$ cat config.mk
export PLATFORM = sky130hd
export DESIGN_NAME = pipelined_ripple_adder
export DESIGN_NICKNAME = d
export VERILOG_FILES = /design/src/rtl/pipelined_ripple_adder.sv
export SDC_FILE = /design/constraint.sdc
export NUM_CORES = 1
export LEC_CHECK = 0
export CAP_MARGIN = 15
export CORE_MARGIN = 2
export CORE_UTILIZATION = 54
export DETAILED_ROUTE_END_ITERATION = 8
export GPL_TIMING_DRIVEN = 1
export PLACE_DENSITY = 0.88
export SLEW_MARGIN = 20
export SYNTH_ARGS = -nofsm -noshare
export SYNTH_HDL_FRONTEND = slang
export SYNTH_SLANG_ARGS = --single-unit
$ cat constraint.sdc
create_clock -name clk -period 3.6 [get_ports clk]
set_clock_uncertainty 0.1 [all_clocks]
set_input_delay 1.08 -clock clk [delete_from_list [all_inputs] [get_ports clk]]
set_output_delay 1.08 -clock clk [all_outputs]
set_load 0.03 [all_outputs]
$ cat src/rtl/pipelined_ripple_adder.sv
// Segmented ripple-carry adder/subtractor, pipelined one SEG-bit segment per stage.
// Stage k adds operand segment k plus the carry registered by stage k-1. Upper operand
// segments travel alongside in skew registers, and finished lower result segments travel
// in de-skew registers, so every bit of one operation leaves the pipe on the same cycle.
// The last stage's registers are the output registers.
module pipelined_ripple_adder #(
  parameter int unsigned WIDTH = 16,
  parameter int unsigned SEG   = 4
) (
  input  logic             clk,
  input  logic             rst,
  input  logic             in_valid,
  output logic             in_ready,
  input  logic [WIDTH-1:0] a,
  input  logic [WIDTH-1:0] b,
  input  logic             cin,
  input  logic             sub,
  output logic             out_valid,
  input  logic             out_ready,
  output logic [WIDTH-1:0] sum,
  output logic             cout,
  output logic             ovf
);

  localparam int unsigned STAGES = WIDTH / SEG;
  localparam int unsigned LAST   = STAGES - 1;

  // Whole pipe advances together; it only holds when a result is waiting downstream.
  logic en;

  // Subtraction is A + ~B + 1, so the inversion and the forced carry-in happen up front.
  logic [WIDTH-1:0] b_eff;
  logic             c0;

  // Inputs seen by each stage's adder (stage 0 from the ports, stage k from stage k-1).
  logic [STAGES-1:0][WIDTH-1:0] stg_a;
  logic [STAGES-1:0][WIDTH-1:0] stg_b;
  logic [STAGES-1:0][WIDTH-1:0] stg_s;
  logic [STAGES-1:0]            stg_c;
  logic [STAGES-1:0]            stg_v;

  // Registered state of each stage.
  logic [STAGES-1:0][WIDTH-1:0] a_r;
  logic [STAGES-1:0][WIDTH-1:0] b_r;
  logic [STAGES-1:0][WIDTH-1:0] s_r;
  logic [STAGES-1:0]            c_r;
  logic [STAGES-1:0]            v_r;

  // Per-stage segment result: {carry out, SEG sum bits}.
  logic [STAGES-1:0][SEG:0]     seg_res;

  logic msb_carry;
  logic ovf_q;

  assign en       = !v_r[LAST] || out_ready;
  assign in_ready = en && !rst;
  assign b_eff    = sub ? ~b : b;
  assign c0       = sub | cin;

  for (genvar k = 0; k < STAGES; k++) begin : g_stage
    localparam int unsigned LO = k * SEG;

    logic [WIDTH-1:0] s_next;
    logic [WIDTH-1:0] s_q;
    logic             c_q;
    logic             v_q;

    if (k == 0) begin : g_head
      assign stg_a[k] = a;
      assign stg_b[k] = b_eff;
      assign stg_s[k] = '0;
      assign stg_c[k] = c0;
      assign stg_v[k] = in_valid && in_ready;
    end else begin : g_body
      assign stg_a[k] = a_r[k-1];
      assign stg_b[k] = b_r[k-1];
      assign stg_s[k] = s_r[k-1];
      assign stg_c[k] = c_r[k-1];
      assign stg_v[k] = v_r[k-1];
    end

    assign seg_res[k] = {1'b0, stg_a[k][LO +: SEG]}
                      + {1'b0, stg_b[k][LO +: SEG]}
                      + {{SEG{1'b0}}, stg_c[k]};

    // Merge this stage's segment into the partial result carried from below.
    always_comb begin
      s_next             = stg_s[k];
      s_next[LO +: SEG]  = seg_res[k][SEG-1:0];
    end

    // Stage register: valid moves with every advance; data loads only for real ops so the
    // output holds its last value across bubbles.
    always_ff @(posedge clk) begin
      if (rst) begin
        v_q <= 1'b0;
        c_q <= 1'b0;
        s_q <= '0;
      end else if (en) begin
        v_q <= stg_v[k];
        if (stg_v[k]) begin
          c_q <= seg_res[k][SEG];
          s_q <= s_next;
        end
      end
    end

    assign s_r[k] = s_q;
    assign c_r[k] = c_q;
    assign v_r[k] = v_q;

    if (k < LAST) begin : g_skew
      logic [WIDTH-1:0] a_q;
      logic [WIDTH-1:0] b_q;

      // Skew registers carry the not-yet-added operand segments to the next stage.
      always_ff @(posedge clk) begin
        if (rst) begin
          a_q <= '0;
          b_q <= '0;
        end else if (en && stg_v[k]) begin
          a_q <= stg_a[k];
          b_q <= stg_b[k];
        end
      end

      assign a_r[k] = a_q;
      assign b_r[k] = b_q;
    end else begin : g_no_skew
      assign a_r[k] = '0;
      assign b_r[k] = '0;
    end
  end

  // Carry into the MSB recovered from the MSB's own sum bit: s = a ^ b ^ c_in.
  assign msb_carry = stg_a[LAST][WIDTH-1] ^ stg_b[LAST][WIDTH-1] ^ seg_res[LAST][SEG-1];

  // Overflow flag registered alongside the last stage's result.
  always_ff @(posedge clk) begin
    if (rst) begin
      ovf_q <= 1'b0;
    end else if (en && stg_v[LAST]) begin
      ovf_q <= msb_carry ^ seg_res[LAST][SEG];
    end
  end

  assign out_valid = v_r[LAST];
  assign sum       = s_r[LAST];
  assign cout      = c_r[LAST];
  assign ovf       = ovf_q;

  // Lower operand bits are consumed by earlier stages; the tail skew slot is constant.
  logic unused_bits;
  assign unused_bits = ^{stg_a, stg_b, a_r[LAST], b_r[LAST]};

endmodule
==> Yosys cells after proc, flatten, opt, wreduce, memory -nomap -nowiden <==
Cells that the tools add are included.
{ "word_totals": {"ff_bits": 145, "out_inout_bits": 20, "in_bits": 38} }
{ "op_classes": {"bitwise": 5, "add_sub_neg": 8, "muxes": 1, "reduce_logical": 13} }
{ "ops": {"columns": ["operator", "n"], "rows": [
  ["4-bit by 4-bit adder with 5-bit output", 4],
  ["5-bit by 1-bit adder with 5-bit output", 4],
  ["16-bit 2-to-1 mux", 1],
  ["16-bit NOT", 1],
  ["2-bit AND reduction", 4],
  ["1-bit logical AND", 6],
  ["1-bit bitwise XOR", 3],
  ["1-bit zero test", 2],
  ["1-bit logical OR", 1],
  ["1-bit OR", 1]
]} }

==> Logic depth before layout (Yosys ltp) <==
{ "depth": {"depth_word": 5, "ltp_mapped": 9, "mapped_depth_nobuf": 8} }

==> Worst setup path after synthesis <==
OpenSTA, ideal clock, no wires.
{ "synth_path": {"path_kind": "input -> register", "start": "in sub", "end": "reg g_stage[0].c_q", "slack_ps": 441, "arrival_ps": 2932, "stages": 9, "cell_sequence": "buf_2 > buf_4 > or2_2 > fa_1 > fa_1 > a21oi_1 > nor2b_1 > o21ai_0 > o31ai_1"} }
{ "synth_between": {"elab_chain_cells": 3} }
{ "synth_rtl": {"columns": ["element", "line", "rtl"], "rows": [
  ["from (decl)", "17", "input logic sub,"],
  ["16-bit 2-to-1 mux", "57", "assign b_eff = sub ? ~b : b;"],
  ["4-bit by 4-bit adder with 5-bit output", "83", "+ {1'b0, stg_b[k][LO +: SEG]}"],
  ["5-bit by 1-bit adder with 5-bit output (*)", "84", "+ {{SEG{1'b0}}, stg_c[k]};"],
  ["to (signal assigned)", "102", "c_q <= seg_res[k][SEG];"],
  ["to (decl)", "65", "logic c_q;"]
]} }
Mark *: on every way between the ends. The rest lies on a longest branch, timed or not.
A chain may end at the register's enable or synchronous reset.

==> Worst setup path after layout <==
{ "layout_path": {"start": "in out_ready", "end": "out in_ready"} }
{ "layout_between": {"elab_chain_cells": 2} }
{ "layout_rtl": {"columns": ["element", "line", "rtl"], "rows": [
  ["from (decl)", "19", "input logic out_ready,"],
  ["1-bit logical OR", "55", "assign en = !v_r[LAST] || out_ready;"],
  ["1-bit logical AND", "56", "assign in_ready = en && !rst;"],
  ["to (decl)", "13", "output logic in_ready,"]
]} }
Every way passes these cells.

==> summary.txt <==
Outcome
  – Status: completed

Setup path
  – Worst r2r dst: ovf
  – Kind of critical path: primary input to output port
  – RR Startpoint: g_stage[2].c_q
  – Reg2Reg Setup Slack: 1.50 ns
  – Req. time, crit path: ~2.4 ns
  – Worst Path Max Fanout: 6
  – Worst setup EP type: output port
  – Worst EP arrival: slightly above 2 ns
  – R2R cell count: 6
  – Critical Path Start Type: primary input

Global routing
  – Largest net degree at the start of global routing: 55
  – Antenna violations before repair: 0
  – Total track usage: about 20%
  – Global-route wire length before repair: 13.47 mm
  – Vias in the first global route: roughly 3000
  – Grt ovf: 0

Power and ir drop
  – Reg power frac: a little over half
  – Clk pwr share: ~37%
  – Pint: roughly 1.7 mW
  – Sw Pwr: around 500 uW
  – Switching part of the total: 23.58%
  – Leakage: roughly 1.8 nW
  – Largest vdd supply drop: 0.0001916 V
  – Combinational power share: between 10% and 20%
  – Pwr dens: approximately 440 nW/um2

Clock network
  – CTS clk-pin slew, worst paths: about 0.090 ns
  – Worst skew pair latency: approximately 0.36 ns
  – Post-CTS Setup Bufs: 0
  – Root buffer cell: clkbuf_8
  – Hold buffers post-CTS: 0
  – H-tree levels: 3
  – CTS resizes: 0
  – CTS sink cnt: between 90 and 100
  – Clock Tree Buf Depth: 2
  – CTS tree: yes
  – CTS Buf Count: 9

Floorplan
  – Chip width: a little over 90 um
  – Starting Density: between 50% and 60%
  – Core box area: 7331 um2
  – Ports: 58
  – Die area: ~8300 um2
  – Rows: 31
  – Die Ht: ~91 um

Place
  – Port Buf Inserts: between 50 and 60
  – DP Area: approximately 4700 um2
  – Placed Cells: roughly 610
  – Setup WS pre-CTS: approximately 0.23 ns
  – Gp weighted congestion: about 0.79
  – Post-DP HPWL: 5.454 mm

Cells and area
  – Net count, final: 576
  – Multi-input logic area: between 1500 and 2000 um2
  – Final instance count without filler cells: between 600 and 700
  – Layout cell share with drive strength beyond 1: 6.501%
  – Commonest cells after routing, fill and taps aside: nand2_1, dfxtp_1, a21oi_1, clkdlybuf4s50_1, nand3b_1
  – Area grow syn2layout: 19.51%
  – Register area: ~2000 um2
  – Final instance area: 4921 um2
  – Final Core Density: between 60% and 70%
  – ANT cells: 0
  – Most common cell after layout, fill and taps aside: nand2_1
  – Layout fillers: roughly 580

Yosys
  – Avg Cell Area, Syn: roughly 8.7 um2
  – Synth cell types: 37
  – Yosys warning count: 0
  – Synth Register Bits: 97
  – Syn Std Cell Area: between 4000 and 5000 um2
  – Sequential-to-total area share from yosys stat: a little under half
  – Syn_nets: around 530
  – Gate Count Post-Synth: approximately 470

Min path
  – Min-Delay Path Class: flip-flop to flip-flop
  – Min-Delay Path Depth: 2
  – Worst Min Path Start: g_stage[1].s_q[1]
  – Hold EP: g_stage[2].s_q[1]

Timing
  – Fmax: 311.8 MHz
  – Setup-failing EPs final: 0
  – Period utilisation layout: 89.09%
  – Crit path time final: 3.207 ns
  – Hold Fails Final Rpt: 0
  – Post-route setup slack: 0.3927 ns
  – Post-route setup TNS: 0 ns
  – Max_slew headroom: 58.41%
  – Worst-margin pin slew: roughly 0.62 ns
  – Final Slew Violations: 0
  – RSZ-0062 raised after global routing: false

Route
  – Max layer used: met4
  – Met3 wire length: about 260 um
  – Met1 WL: between 3 and 4 mm
  – DRC viols: 0
  – Metal2 WL: roughly 3.7 mm
  – Via count: about 3200
  – Total Routed Length: about 8 mm
  – Wire per inst: around 13 um
  – Vias per cell: 5.143
  – Drt first pass iters: 4
  – Iteration-0 DRC Markers: around 150
  – ANT nets after route: 0

Run
  – MaxCap Viol Count: 0
[cell type report]
class | count | share of cell area (%)
clock buffer | 11 | 3.077
clock inverter | 5 | 1.576
inverter | 8 | 0.6102
multi-input combinational | 338 | 40.25
sequential | 97 | 39.46
tap | 99 | 2.517
timing repair buffer | 64 | 12.51
[power by group through the flow]
stage	logic, mW	clock network, mW	registers, mW
6_report	0.232	0.792	1.15
5_1_grt	0.261	0.849	1.15
4_1_cts	0.234	0.799	1.15
3_5_place_dp	0.231	0	1.17
3_3_place_gp	0.223	0	1.17
2_1_floorplan	0.155	0	1.17
[state kept, by name, indices dropped and copies added, names as in the netlist]
signal and cells:
g_stage.g_skew.b_q 24, sum 16, ovf 1, g_stage.s_q 24, g_stage.c_q 3, g_stage.v_q 3
cout 1, out_valid 1, g_stage.g_skew.a_q 24
[how the worst max path moves through the flow]
stage | endpoint | from
2_1_floorplan | g_stage[0].c_q | sub
3_3_place_gp | g_stage[0].c_q | sub
3_5_place_dp | g_stage[0].c_q | sub
4_1_cts | in_ready | out_ready
5_1_grt | in_ready | out_ready
6_report | in_ready | out_ready
[critical path: stages]
cell and delay [ns]:
clkdlybuf4s50_1 0.47, and2b_4 0.22, nor2_1 0.09, buf_4 0.16
[Yosys cell counts]
library cell / n / area (um2)
nand2_1: 141 / 529.3
dfxtp_1: 97 / 1942
a21oi_1: 59 / 295.3
nand3b_1: 29 / 217.7
buf_2: 21 / 105.1
xnor2_1: 17 / 148.9
ha_1: 12 / 150.1
nor2_1: 12 / 45.04
o21ai_0: 10 / 50.05
fa_1: 8 / 160.2
inv_1: 8 / 30.03
a211oi_1: 7 / 52.55
o21ai_1: 7 / 35.03
xor2_1: 6 / 52.55
a21o_1: 4 / 30.03
clkbuf_1: 4 / 15.01
buf_4: 3 / 22.52
nor2b_1: 3 / 18.77
o31ai_1: 3 / 22.52
a21oi_2: 2 / 17.52
and2_1: 2 / 12.51
buf_6: 2 / 22.52
nor3b_1: 2 / 15.01
a2111oi_0: 1 / 8.760
a211oi_2: 1 / 12.51
a311o_1: 1 / 10.01
and2_4: 1 / 8.760
and2b_4: 1 / 10.01
nand2_2: 1 / 6.260
nand2b_4: 1 / 13.76
nand3_1: 1 / 5.000
nand4b_1: 1 / 8.760
nor3_1: 1 / 5.000
nor3b_4: 1 / 18.77
or2_2: 1 / 6.260
or3_1: 1 / 6.260
or4_1: 1 / 7.510
[layer usage]
| metal | GRT usage, % | vias to the layer above |
|---|---|---|
| met1 | 25.22 | 1462 |
| met2 | 33.77 | 79 |
| met3 | 2.407 | 10 |
| met5 | 0 | - |
| li1 | - | 1648 |
| met4 | 9.091 | 0 |
[cells by family after synthesis]
logic type / Yosys count / share of synthesized area (%)
buffers and inverters: 38 / 4.740
and+or+nand+nor: 200 / 22.70
DFF: 97 / 47.16
AOI/OAI and AO/OA: 95 / 12.97
adders and majority gates: 20 / 7.536
xor gates and xnor gates: 23 / 4.892
[stage by stage]
| step | power [mW] | hold slack [ns] |
|---|---|---|
| after detailed placement | 1.404 | 0.3466 |
| after CTS | 2.181 | 0.3568 |
| after floorplan | 1.324 | 0.3270 |
| after global placement | 1.392 | 0.3417 |
| final | 2.173 | 0.3537 |
| after global routing | 2.264 | 0.3762 |
Power figures use the tool's default switching activity.
